## config.mk

```make
export PLATFORM = sky130hd
export DESIGN_NAME = reg_file_sb
export DESIGN_NICKNAME = d
export VERILOG_FILES = /design/src/rtl/reg_file_sb.sv
export SDC_FILE = /design/constraint.sdc
export NUM_CORES = 1
export LEC_CHECK = 0
export BUFFER_PORTS_ARGS = -buffer_cell sky130_fd_sc_hd__buf_4
export CORE_ASPECT_RATIO = 1.25
export CORE_MARGIN = 3
export CORE_UTILIZATION = 34
export CTS_CLUSTER_SIZE = 40
export DETAILED_ROUTE_END_ITERATION = 8
export PLACE_DENSITY_LB_ADDON = 0.12
export SETUP_SLACK_MARGIN = 0.1
export SKIP_LAST_GASP = 1
export SYNTH_ARGS = -nofsm -noshare
export SYNTH_HDL_FRONTEND = slang
export SYNTH_SLANG_ARGS = --single-unit
```

## constraint.sdc

```tcl
create_clock -name clk -period 2.42 [get_ports clk]
set_input_delay 0.484 -clock clk [delete_from_list [all_inputs] [get_ports clk]]
set_output_delay 0.484 -clock clk [all_outputs]
set_load 0.05 [all_outputs]
```

## src/rtl/reg_file_sb.sv

```systemverilog
// Register file with combinational read ports, general and R0 write ports, per-register busy scoreboard
// and a sticky illegal-register exception. Optional write-through bypass: define REG_FILE_BYPASS_EN.
module reg_file_sb #(
  parameter int DATA_WIDTH    = 16,
  parameter int REG_NUM_WIDTH = 4,
  parameter int NUM_REG       = 16,
  parameter int NUM_RD_PORTS  = 2
) (
  input  logic                                  clk,
  input  logic                                  rst,
  input  logic [NUM_RD_PORTS*REG_NUM_WIDTH-1:0] rn,
  output logic [NUM_RD_PORTS*DATA_WIDTH-1:0]    rd,
  output logic [NUM_RD_PORTS-1:0]               rd_busy,
  input  logic                                  wr,
  input  logic [REG_NUM_WIDTH-1:0]              wrn,
  input  logic [DATA_WIDTH-1:0]                 wrd,
  input  logic                                  wr0,
  input  logic [DATA_WIDTH-1:0]                 r0d,
  output logic [DATA_WIDTH-1:0]                 rd0,
  input  logic                                  resv,
  input  logic [REG_NUM_WIDTH-1:0]              resvn,
  input  logic                                  resv0,
  input  logic                                  exc_clr,
  output logic                                  exception
);

  // No handshakes: every enable is a single-cycle qualifier sampled on the rising edge,
  // and any combination of enables may be active in the same cycle.

  logic [DATA_WIDTH-1:0] rfile [NUM_REG];
  logic [NUM_REG-1:0]    busy;
  logic [NUM_REG-1:0]    busy_set;
  logic [NUM_REG-1:0]    busy_clr;
  logic                  illegal;

  function automatic logic legal(input logic [REG_NUM_WIDTH-1:0] n);
    return int'(n) < NUM_REG;
  endfunction

  always_comb begin
    busy_set = '0;
    busy_clr = '0;
    for (int i = 0; i < NUM_REG; i++) begin
      busy_set[i] = (resv && resvn == REG_NUM_WIDTH'(i)) || (resv0 && i == 0);
      busy_clr[i] = (wr && wrn == REG_NUM_WIDTH'(i)) || (wr0 && i == 0);
    end
  end

  always_comb begin
    illegal = (wr && !legal(wrn)) || (resv && !legal(resvn));
    for (int p = 0; p < NUM_RD_PORTS; p++) begin
      if (!legal(rn[p*REG_NUM_WIDTH +: REG_NUM_WIDTH])) illegal = 1'b1;
    end
  end

  // The R0 port outranks a general write to R0; a reservation outranks a same-cycle clear.
  always_ff @(posedge clk or negedge rst) begin
    if (!rst) begin
      for (int i = 0; i < NUM_REG; i++) rfile[i] <= '0;
      busy      <= '0;
      exception <= 1'b0;
    end else begin
      for (int i = 0; i < NUM_REG; i++) begin
        if (wr0 && i == 0)    rfile[i] <= r0d;
        else if (busy_clr[i]) rfile[i] <= wrd;
      end
      busy      <= busy_set | (busy & ~busy_clr);
      exception <= illegal | (exception & ~exc_clr);
    end
  end

  always_comb begin
    rd      = '0;
    rd_busy = '0;
    for (int p = 0; p < NUM_RD_PORTS; p++) begin
      logic [REG_NUM_WIDTH-1:0] idx;
      idx = rn[p*REG_NUM_WIDTH +: REG_NUM_WIDTH];
      if (rst && legal(idx)) begin
`ifdef REG_FILE_BYPASS_EN
        if (wr0 && idx == '0)   rd[p*DATA_WIDTH +: DATA_WIDTH] = r0d;
        else if (wr && idx == wrn) rd[p*DATA_WIDTH +: DATA_WIDTH] = wrd;
        else                    rd[p*DATA_WIDTH +: DATA_WIDTH] = rfile[idx];
        rd_busy[p] = busy[idx] & ~busy_clr[idx];
`else
        rd[p*DATA_WIDTH +: DATA_WIDTH] = rfile[idx];
        rd_busy[p] = busy[idx];
`endif
      end
    end
  end

  always_comb begin
    rd0 = '0;
    if (rst) begin
`ifdef REG_FILE_BYPASS_EN
      rd0 = wr0 ? r0d : rfile[0];
`else
      rd0 = rfile[0];
`endif
    end
  end

endmodule

```

; ---- After elaboration in Yosys (flattened, before gate mapping)
; Cells that the tools add are included.
[word_totals]
in_bits = 55
output_inout_bits = 51
elab_cells = 113
register_bits = 273
[op_classes]
eq_ne = 30
reduce_logical = 37
bitwise_logic = 7
mux = 17
n_lt_le_gt_ge = 4
[op_table]
columns = cell, count
row1 = $mux W16, 9
row2 = $bmux W16 S4, 2
row3 = $eq A4 B4 Y1 const B, 16
row4 = $eq A4 B3 Y1 const B, 8
row5 = $logic_and A1 B1 Y1, 32
row6 = $and A16 B16 Y16, 1
row7 = $eq A4 B2 Y1 const B, 4
row8 = $not A16 Y16, 1
row9 = $or A16 B16 Y16, 1
row10 = $ge A5 B5 Y1 const B, 2
row11 = $lt A4 B5 Y1 const B, 2
row12 = $not A4 Y5, 2
row13 = $bmux W1 S4, 2
row14 = $eq A4 B1 Y1 const B, 2
row15 = $logic_not A4 Y1, 2
row16 = $mux W1, 4
row17 = $logic_or A1 B1 Y1, 2
row18 = $reduce_bool A2 Y1, 1
row19 = $and A1 B1 Y1, 1
row20 = $not A1 Y1, 1

; ---- Longest topological paths before layout
[logic_depth]
word_depth = 6
mapped_depth = 8
mapped_depth_nobuf = 4

; ---- Worst setup path before layout
; No wires, ideal clock.
[synth_timing]
path_type = input to output
startpoint = in rn[4]
endpoint = out rd[18]
t_arrival_ns = 2.489
required_time_ns = 1.936
cell_stages = 8
path_buffers = 4
path_slack_ns = -0.553
path_cell_list = buf_4 buf_6 buf_6 buf_6 mux2i_1 a22oi_1 nand2_1 o21ai_0
[synth_between]
elab_chain_cells = 5
[synth_rtl]
columns = item, line_no
row1 = from (decl), 11  ; input logic [NUM_RD_PORTS*REG_NUM_WIDTH-1:0] rn,
row2 = $not A4 Y5 (not written as such), 85  ; rd[p*DATA_WIDTH +: DATA_WIDTH] = rfile[idx];
row3 = $bmux W16 S4, 85
row4 = $mux W16 (not written as such) (2 in series), 85
row5 = $mux W16, 78  ; if (rst && legal(idx)) begin
row6 = to (decl), 12  ; output logic [NUM_RD_PORTS*DATA_WIDTH-1:0] rd,
; Every way passes these cells. The select of a mux whose other input is x is not followed.

; ---- Final worst setup path
[layout_timing]
startpoint = reg rfile[242] in the netlist's numbering
endpoint = out rd[18]
[layout_between]
elab_chain_cells = 4
[layout_rtl]
columns = item, line_no
row1 = from (decl), 30  ; logic [DATA_WIDTH-1:0] rfile [NUM_REG];
row2 = "from (signal, indexed assignment)", 64  ; if (wr0 && i == 0) rfile[i] <= r0d;
row3 = "from (signal, indexed assignment)", 65  ; else if (busy_clr[i]) rfile[i] <= wrd;
row4 = $bmux W16 S4, 85
row5 = $mux W16 (not written as such) (2 in series), 85
row6 = $mux W16, 78
; Every way passes these cells. The select of a mux whose other input is x is not followed.

==> results.md <==
Timing:
- The final-report max-slew violation count came to 0.
- The final critical path takes up 103% of the cycle.
- The final clock skew is 0 ns.
- At the pin with the least slew margin, the transition time is 0.869 ns.
- The number of hold violations in the final report is 0.
- Setup repair after global routing could not meet its margin everywhere.
- Adding up every negative setup slack in the final design gives -0.262 ns.
- Once routing completed, OpenROAD measured the worst setup slack at -0.0644 ns.
- The smallest clock period supported by the final layout is computed as 2.48 ns.
- Setup violations remaining at the end of the flow were counted as 5.
- The maximum frequency from static timing analysis is 403 MHz.
- The relative slew slack is 42.1%.

Critical path:
- Data on the critical path arrives at its endpoint at 2.00 ns.
- The capture point of the worst path is rd[18].
- Together, buffers and inverters on the worst path number 4.
- Grouping stages by cell kind, the critical path spends the most delay in buffers and inverters.
- The reg-to-reg endpoint is rfile[242]$_DFFE_PN0P_.
- On the critical path, the stage with the largest delay is an instance of sky130_fd_sc_hd__dfrtp_2.
- The startpoint identified for the worst register-to-register timing path is rfile[242]$_DFFE_PN0P_.
- The most used cell along the critical path is sky130_fd_sc_hd__buf_6.
- The category of the critical setup timing path is flip-flop to primary output.
- The critical path crosses 8 cells after its start point.
- The critical path goes through buf_4 > buf_6 > buf_6 > mux2i_1 > a22oi_1 > nand3_1 > o21ai_4 > buf_6.
- Along the worst path, the maximum fanout reaches 3.
- For this run, the slowest stage of the critical path takes 0.43 ns.
- The slack of the worst reg-to-reg path is 1.25 ns.
- The source of the critical timing path is rfile[242]$_DFFE_PN0P_.
- STA classifies the critical path endpoint as a primary output.
- The endpoint required time on the critical path is 1.94 ns.
- The startpoint kind of the worst setup timing path is a flip-flop.
- Counting cells, the worst reg-to-reg path comes to 5.

Pwr:
- The power density over the cells is 798 nW/um2.
- The highest ir drop seen on vdd is 1060 uV.
- In this run the static leakage power is 9.13 nW.
- The total design power is 0.0161 W.

Layout:
- The area of the multi-input gates is 8550 um2.
- The sequential cell area is 6830 um2.
- Cells with a size suffix above 1 make up 48.0% of the layout.
- The final-layout fill cell count is 4140.
- The signed area change from the synthesized netlist to the final layout is 31.5%.
- The repair_antennas step left the layout with diodes totalling 0.
- The number of nets in the layout is 1500.

Global routing:
- Global routing consumed, over all layers together, 22.6% of the routing resources.
- The aggregate global routing overflow is 0.
- The number of global-route vias before repair is 12.1k.
- The largest net degree at the start of global routing is 102.
- The first global-routing pass estimated 80500 um of wire.
- The number of antenna violations at the first check in global routing is 1.

Floorplan:
- The total number of placement rows is 86.
- The area enclosed by the die boundary is 47700 um2.
- The area of the core is 44300 um2.
- The initial utilization of the core area, before any placement, comes to 34.6%.
- In this run the horizontal extent of the chip is 196 um.
- The chip height is 243 um.
- 106 I/O pins were placed.

Hold path:
- The type of the tightest min-delay check is input port to async pin.

Clocking:
- The TritonCTS clock tree is yes.
- The level count of the clock H-tree is 2.
- The clock sink count is 273.
- The insertion delay to the later sink of the worst-skew pair is 0.53 ns.
- The clock-pin slew reported for the worst setup and hold paths after clock tree synthesis is 0.06 ns.
- The cell chosen for the clock root is sky130_fd_sc_hd__clkbuf_16.
- The number of clock buffers added by TritonCTS is 35.
- The longest clock path from root to sink contains 3 buffers.

Synthesis:
- The fraction of post-synthesis cell area in the top cell type by area is 44.5%.
- sky130_fd_sc_hd__dfrtp_1 takes more of the synthesized area than any other cell.
- The post-synthesis async set-or-reset flop share is 100%.
- Summing every instance area after synthesis gives 15300 um2.
- The number of nets in the synthesized netlist is 1290.
- By count the netlist is led by sky130_fd_sc_hd__dfrtp_1 (273), sky130_fd_sc_hd__mux2i_1 (213), sky130_fd_sc_hd__mux2_2 (204).
- The number of synthesis warnings is 0.
- In this run the mean area of a mapped cell was 12.4 um2.
- By area the synthesized netlist is led by sky130_fd_sc_hd__dfrtp_1 (45%), sky130_fd_sc_hd__mux2_2 (15%), sky130_fd_sc_hd__mux2i_1 (14%), sky130_fd_sc_hd__mux4_2 (5.4%), sky130_fd_sc_hd__a22oi_1 (4.5%).
- In this run, distinct cell masters in the synthesized netlist total 37.
- The count of state elements after synthesis is 273.
- In the synthesized netlist the dominant register cell turns out to be sky130_fd_sc_hd__dfrtp_1.
- The number of flops mapped to enable cells by yosys is 0.
- Sequential cells were found to cover 44.5% of the synthesized design area.
- Counting every instance in the synthesized netlist gives 1235.
- In the post-synthesis netlist, the cell with the most instances is sky130_fd_sc_hd__dfrtp_1.

Place:
- The port buffer count is 105.
- The final estimated routing congestion in global placement is 0.804.
- Detailed placement finished with a half-perimeter wire length of 35000 um.
- The setup slack at placement is -0.208 ns.

Detailed routing:
- The total routed wirelength is 54200 um.
- The total DRC errors in the routed layout is 0.
- The post-detailed-route via-to-cell ratio is 5.56.
- The first-pass iteration count of the detailed router is 5.
- The initial detailed-routing violation count is 554.
- Dividing the detail-routed wire length by the instance count gives 26.6 um.
- The via count is 11.3k.
- The remaining number of nets flagged by the antenna check after routing is 0.

Flow run:
- The max-cap violation count is 0.

Status:
- The flow ran to the end, but the final reports show violations.
- The checks that failed: setup timing.
## worst reg2reg max path, cell delays in order, from the launching register on
cell,delay (ns)
sky130_fd_sc_hd__dfrtp_2,0.46
sky130_fd_sc_hd__buf_4,0.16
sky130_fd_sc_hd__buf_6,0.10
sky130_fd_sc_hd__buf_6,0.12
sky130_fd_sc_hd__mux2i_1,0.13
sky130_fd_sc_hd__o21ai_0,0.08
## stage by stage
stage	hold WS, ns	utilization (%)	instance area, um2	cells
3_3_place_gp	0.300	39.8	17600	1906
3_5_place_dp	0.300	39.8	17600	1906
4_1_cts	0.0280	44.7	19800	2010
6_report	0.0328	45.5	20200	2037
2_1_floorplan	0.188	-	15600	1235
5_1_grt	0.0554	45.5	20200	2037
## sequential cells by signal (all words and copies together) (netlist names)
signal	flops
rfile	256
busy	16
exception	1
## power by group
part / total, W / internal, W / switching, W / leakage, nW
Sequential: 0.00637 / 0.00559 / 0.000778 / 3.34
Clock: 0.00531 / 0.00328 / 0.00204 / 0.574
Combinational: 0.00441 / 0.00240 / 0.00201 / 5.22
## how the worst min path moves through the flow
stage                             end  slack (ns)  cells after the start
2_1_floorplan       busy[0]$_DFF_PN0_        0.19                      0
3_5_place_dp   rfile[147]$_DFFE_PN0P_        0.30                      1
3_3_place_gp   rfile[147]$_DFFE_PN0P_        0.30                      1
4_1_cts        rfile[249]$_DFFE_PN0P_        0.03                      2
5_1_grt        rfile[183]$_DFFE_PN0P_        0.06                      2
6_report       rfile[252]$_DFFE_PN0P_        0.03                      2
## kinds of logic (layout without fill, tap and decap cells)
group,Yosys count,count (layout),synth area share [%]
mux,490,490,37.4
flops,273,273,44.5
simple gates,197,197,6.80
compound gates,164,164,7.19
buf+inv,111,341,4.08
## layout make-up
type	count	area share, %
Clock buffer	52	5.37
Sequential cell	273	33.9
Inverter	4	0.0745
Tap cell	572	3.55
Multi-Input combinational cell	851	42.4
Timing Repair Buffer	280	14.3
Clock inverter	5	0.372
## routing by layer
layer  vias to the layer above  part of all wire, %  global-route usage (%)
li1                       5018                    -                       -
met2                       297                   50                    38.9
met3                        91                  4.5                    4.08
met1                      5922                   42                    28.5
met5                         -                    0                       0
met4                         0                  3.4                    8.22
## cell usage in the layout, fill, tap and decap left out, types with 3 or more instances in the layout
cell type | Yosys | layout
sky130_fd_sc_hd__nor2b_1 | 9 | 3
sky130_fd_sc_hd__mux2i_2 | 0 | 3
sky130_fd_sc_hd__and2_1 | 19 | 19
sky130_fd_sc_hd__mux2i_1 | 213 | 209
sky130_fd_sc_hd__o21ai_4 | 0 | 15
sky130_fd_sc_hd__nand2_1 | 63 | 45
sky130_fd_sc_hd__nand3_4 | 0 | 11
sky130_fd_sc_hd__mux2_2 | 204 | 204
sky130_fd_sc_hd__a22oi_1 | 92 | 88
sky130_fd_sc_hd__nand2b_1 | 31 | 13
sky130_fd_sc_hd__buf_4 | 20 | 194
sky130_fd_sc_hd__nand3_2 | 1 | 16
sky130_fd_sc_hd__buf_8 | 1 | 19
sky130_fd_sc_hd__clkbuf_8 | 0 | 10
sky130_fd_sc_hd__a21oi_1 | 5 | 5
sky130_fd_sc_hd__mux2_4 | 18 | 18
sky130_fd_sc_hd__nand2_4 | 0 | 4
sky130_fd_sc_hd__mux2_1 | 18 | 18
sky130_fd_sc_hd__clkinv_2 | 0 | 3
sky130_fd_sc_hd__dfrtp_1 | 273 | 271
sky130_fd_sc_hd__o211ai_1 | 8 | 8
sky130_fd_sc_hd__buf_16 | 0 | 4
sky130_fd_sc_hd__nand3b_1 | 3 | 3
sky130_fd_sc_hd__nand2b_4 | 0 | 18
sky130_fd_sc_hd__clkbuf_16 | 0 | 38
sky130_fd_sc_hd__o2111ai_2 | 0 | 3
sky130_fd_sc_hd__clkbuf_1 | 53 | 5
sky130_fd_sc_hd__buf_12 | 0 | 36
sky130_fd_sc_hd__buf_6 | 13 | 25
sky130_fd_sc_hd__o31ai_1 | 3 | 3
sky130_fd_sc_hd__nor2b_2 | 0 | 5
sky130_fd_sc_hd__a22oi_2 | 0 | 4
sky130_fd_sc_hd__o21ai_0 | 49 | 33
sky130_fd_sc_hd__inv_1 | 4 | 4
sky130_fd_sc_hd__nand2_2 | 1 | 15
sky130_fd_sc_hd__nand3_1 | 51 | 25
sky130_fd_sc_hd__nor2_2 | 9 | 11
sky130_fd_sc_hd__mux4_2 | 37 | 37
## timing repair
| action | in CTS | in global routing |
|---|---|---|
| endpoints found under the hold margin | 9 | 0 |
| endpoints found under the setup margin | 34 | 33 |
| pin swaps | 19 | 17 |
| buffers inserted | 44 | 27 |
| resized for setup | 129 | 27 |
| hold buffers | 1 | 0 |
| gates cloned | 2 | 1 |
No activity file was read; power rests on OpenSTA's default activity.
